<file path="src/rtl/seg_scan_driver.sv">
// Eight-digit seven-segment scan controller with a per-slot blanking gap.
// Drives a 3-to-8 decoder for the digit commons and the shared segment bus.
module seg_scan_driver #(
  parameter int DIV   = 50000,
  parameter int BLANK = 500
) (
  input  logic        clk,
  input  logic        rst,
  input  logic        en,
  input  logic [31:0] data,
  input  logic [7:0]  digit_en,
  input  logic [7:0]  dp_in,
  output logic        A,
  output logic        B,
  output logic        C,
  output logic        G1,
  output logic        G2AN,
  output logic        G2BN,
  output logic [6:0]  SEG_N,
  output logic        DP_N,
  output logic        frame
);

  localparam int CW = (DIV > 1) ? $clog2(DIV) : 1;
  localparam logic [CW-1:0] CMAX = CW'(DIV - 1);
  localparam logic [31:0] VIS = 32'(DIV - BLANK);

  typedef enum logic {IDLE, SCAN} state_t;

  state_t        state;
  logic [CW-1:0] cnt;
  logic [CW-1:0] cnt_d;
  logic [2:0]    idx;
  logic [2:0]    idx_d;
  logic [31:0]   snap;
  logic [31:0]   snap_d;
  logic [7:0]    snap_dp;
  logic [7:0]    snap_dp_d;
  logic [7:0]    snap_en;
  logic [7:0]    snap_en_d;
  logic          load;
  logic          wrap;
  logic          vis_d;
  logic [3:0]    nib_d;

  function automatic logic [6:0] glyph(input logic [3:0] n);
    logic [6:0] g;
    g = 7'h7F;
    case (n)
      4'h0: g = 7'b1000000;
      4'h1: g = 7'b1111001;
      4'h2: g = 7'b0100100;
      4'h3: g = 7'b0110000;
      4'h4: g = 7'b0011001;
      4'h5: g = 7'b0010010;
      4'h6: g = 7'b0000010;
      4'h7: g = 7'b1111000;
      4'h8: g = 7'b0000000;
      4'h9: g = 7'b0010000;
      4'hA: g = 7'b0001000;
      4'hB: g = 7'b0000011;
      4'hC: g = 7'b1000110;
      4'hD: g = 7'b0100001;
      4'hE: g = 7'b0000110;
      4'hF: g = 7'b0001110;
      default: g = 7'h7F;
    endcase
    return g;
  endfunction

  // Outputs are computed from the post-edge position and snapshot.
  always_comb begin
    load  = 1'b0;
    wrap  = 1'b0;
    cnt_d = '0;
    idx_d = '0;
    if (state == IDLE) begin
      load = 1'b1;
    end else if (cnt == CMAX) begin
      idx_d = idx + 3'd1;
      wrap  = (idx == 3'd7);
      load  = wrap;
    end else begin
      cnt_d = cnt + 1'b1;
      idx_d = idx;
    end
    snap_d    = load ? data : snap;
    snap_dp_d = load ? dp_in : snap_dp;
    snap_en_d = load ? digit_en : snap_en;
    nib_d     = snap_d[{idx_d, 2'b00} +: 4];
    vis_d     = (32'(cnt_d) < VIS) && snap_en_d[idx_d];
  end

  always_ff @(posedge clk or posedge rst) begin
    if (rst) begin
      state     <= IDLE;
      cnt       <= '0;
      idx       <= '0;
      snap      <= '0;
      snap_dp   <= '0;
      snap_en   <= '0;
      {C, B, A} <= 3'b000;
      G1        <= 1'b0;
      G2AN      <= 1'b1;
      G2BN      <= 1'b1;
      SEG_N     <= 7'h7F;
      DP_N      <= 1'b1;
      frame     <= 1'b0;
    end else if (!en) begin
      state     <= IDLE;
      cnt       <= '0;
      idx       <= '0;
      {C, B, A} <= 3'b000;
      G1        <= 1'b0;
      G2AN      <= 1'b1;
      G2BN      <= 1'b1;
      SEG_N     <= 7'h7F;
      DP_N      <= 1'b1;
      frame     <= 1'b0;
    end else begin
      state     <= SCAN;
      cnt       <= cnt_d;
      idx       <= idx_d;
      snap      <= snap_d;
      snap_dp   <= snap_dp_d;
      snap_en   <= snap_en_d;
      {C, B, A} <= idx_d;
      G1        <= vis_d;
      G2AN      <= 1'b0;
      G2BN      <= 1'b0;
      SEG_N     <= vis_d ? glyph(nib_d) : 7'h7F;
      DP_N      <= ~(vis_d & snap_dp_d[idx_d]);
      frame     <= wrap;
    end
  end

endmodule

</file>
<file path="config.mk">
export PLATFORM = sky130hd
export DESIGN_NAME = seg_scan_driver
export DESIGN_NICKNAME = d
export VERILOG_FILES = /design/src/rtl/seg_scan_driver.sv
export SDC_FILE = /design/constraint.sdc
export NUM_CORES = 1
export LEC_CHECK = 0
export CAP_MARGIN = 25
export CORE_ASPECT_RATIO = 0.8
export CORE_MARGIN = 2
export CORE_UTILIZATION = 50
export DETAILED_ROUTE_END_ITERATION = 8
export PLACE_DENSITY = 0.83
export SYNTH_ARGS = -nofsm -noshare
export SYNTH_HDL_FRONTEND = slang
export SYNTH_SLANG_ARGS = --single-unit
</file>
<file path="constraint.sdc">
create_clock -name clk -period 5.32 [get_ports clk]
set_clock_uncertainty 0.15 [all_clocks]
set_input_delay 0.532 -clock clk [delete_from_list [all_inputs] [get_ports clk]]
set_output_delay 0.532 -clock clk [all_outputs]
set_load 0.005 [all_outputs]
</file>
==> impl_metrics.toml <==
[synth]
syn-num-nets = 507
synth_area_leaders = "dfrtp_1, mux2_2, mux2i_1, dfstp_2, nor2_1"
async_flop_share = 1.00
yosysMostFrequentCell = "dfrtp_1"
ys_types = 64
synth_flop_cell = "dfrtp_1"
synth_top_area_share = 0.370
ys_top_cells_by_count = "dfrtp_1, mux2_2, mux2i_1"
synth.ff_latch_count = 79
synth_edf_count = 0
yosys_warnings = 0
syn_area_mm2 = 0.00473
post_synth.cell_area_avg_um2 = 10.6
synth_top_cell_by_area = "dfrtp_1"
ys_seq_area_frac = 0.420
synthCells = 447

[clock_network]
ctsResizeCount = 0
htreeDepth = 3
hold_buffers = 0
cts_buffers = 9
path_clk_slew_ps = 60
numClockSinks = 79
clockBufferDepth = 2
post_cts_buffers = 0
root_buffer = "clkbuf_16"
clkLatencyLatePin_ps = 340
cts_tree = "built"

[global_routing]
grt_remaining_overflow = 0
grt_pass1_wl_um = 18800
antenna_found_initial = 0
track_usage = 0.229
grt_pass1_vias = 3757
grt_max_degree = 49

[worst_setup_path]
cpPeakStageDelay_ps = 890
crit_path_max_fanout = 15
path_common_cell = "mux2i_1"
crit_path_end_kind = "flop"
slowest_stage = "or4_1"
worstPathArrival_ps = 4610
crit_type = "flop to flop"
worstSetupStartpointType = "flop"
worst_ep_required_time_ps = 5420
worstPathCellList = "or4b_4, or4_1, mux2i_1, nand2b_1, o221ai_1, a21oi_1, o31ai_2, inv_1, ha_1, mux2_1, mux2i_1, nand2_1"

[routing]
drt.antenna.violating_nets = 0
top_layer = "met4"
met3_length_um = 747
num_vias = 3823
wl_per_cell_um = 18.3
via_per_inst = 6.17
drt-total-wl_um = 11400
drcViolationCount = 0
initialDrtViolationCount = 357
route.met2.wl_um = 5290
firstDrtPassIters = 5
wl_met1_um = 5150

[layout]
layout.cells.non_filler = 620
fill_cells = 734
diodes = 0
drive_above_1_share = 0.192
area_growth_pct = 21.5
fin_nets = 560

[placement]
gp_congestion = 0.851
dp_hpwl_um = 7960
dp_cells = 602
pre_cts_ws_ps = 930
place.port_buffers = 65

[timing]
period_share = 0.848
clock.fmax_mhz = 222
worst_pin_slew_ps = 835
rsz0062_at_grt = "false"
holdWs_ps = 222
final-hold-violation-count = 0
setup_tns_ps = 0
fin_crit_ps = 4510
setup_viol = 0
worst_slack_ps = 811
maxSlewViolCount = 0
slew_headroom = 0.428

[outcome]
outcome = "completed"

[pwr]
p_leak_nw = 2.34
peakVddDrop_v = 0.000165
cellPowerDensity_mw_per_mm2 = 277

[floorplanning]
die-width_um = 113
io_pins = 66
dieArea_mm2 = 0.0103
coreArea_mm2 = 0.00911
placementRows = 31
die_h_um = 91
start_util = 0.519

[hold_path]
min_path_type = "input port to asynchronous set/reset pin"

[run]
cap_violations = 0
-- worst paths after layout --
kind / start / end / slack, ps / cells after the start
max in group asynchronous: rst / SEG_N[0] / 3810 / 4
worst max-delay path: cnt[5] / SEG_N[3] / 810 / 12
worst min-delay path: rst / cnt[0] / 220 / 2
worst min register to register: snap_dp[6] / snap_dp[6] / 350 / 1
worst max register to register: cnt[5] / SEG_N[3] / 810 / 12
min in group clk: snap_dp[6] / snap_dp[6] / 350 / 1
-- final cells by class --
class	instances	area [µm²]	area share
clock inverters	6	68.8	0.0120
multi-input cells	326	2540	0.442
inverters	13	48.8	0.00849
flip-flops and latches	79	1990	0.346
well taps	115	144	0.0250
repair buffers	71	721	0.125
clock buffers	10	239	0.0416
-- logic make-up (layout without fill, tap and decap cells) --
logic type,Yosys count,after routing,synth area share
simple gates,135,135,0.152
mux,93,93,0.213
flops,79,79,0.420
compound gates,75,75,0.120
buf+inv,42,100,0.0447
xor+xnor,14,14,0.0259
fa+ha+maj,9,9,0.0238
-- sequential cells by signal, indices dropped and copies added (netlist names) --
signal,flops
snap,32
cnt,16
snap_dp,8
snap_en,8
SEG_N,7
idx,2
C,1
DP_N,1
G1,1
G2BN,1
frame,1
state,1
-- critical path, delay by kind of cell, from the launching register on --
kind,cells,cell delay [ps]
buf+inv,1,150
compound gates,3,790
mux,3,700
fa+ha+maj,1,300
flops,1,450
simple gates,4,1880
-- power breakdown --
group          total, mW  switching, mW  internal (mW)
Sequential         0.706         0.0381          0.668
Combinational      0.258          0.111          0.147
Clock              0.629          0.251          0.378
Total               1.59          0.400           1.19
-- cell usage in the layout (no fill, tap or decap), drive strengths merged, types with 9 or more instances in the layout --
cell / n
dfrtp: 70
clkdlybuf4s50: 65
mux2: 57
mux2i: 36
nor2: 32
nand2: 29
o22ai: 16
inv: 13
nand3: 12
clkbuf: 10
dfstp: 9
ha: 9
-- through the flow --
step | area (µm²) | utilization | total power, mW
2_1_floorplan | 4730 | - | 0.867
3_3_place_gp | 5400 | 0.592 | 0.957
3_5_place_dp | 5400 | 0.592 | 0.969
4_1_cts | 5710 | 0.626 | 1.60
5_1_grt | 5750 | 0.630 | 1.66
6_report | 5750 | 0.630 | 1.59
-- layer usage --
| layer | track usage | up-vias |
|---|---|---|
| met4 | 0.0793 | 0 |
| met5 | 0 | - |
| met3 | 0.0521 | 18 |
| li1 | - | 1768 |
| met1 | 0.314 | 1879 |
| met2 | 0.359 | 158 |
(Power assumes the default switching activity.)
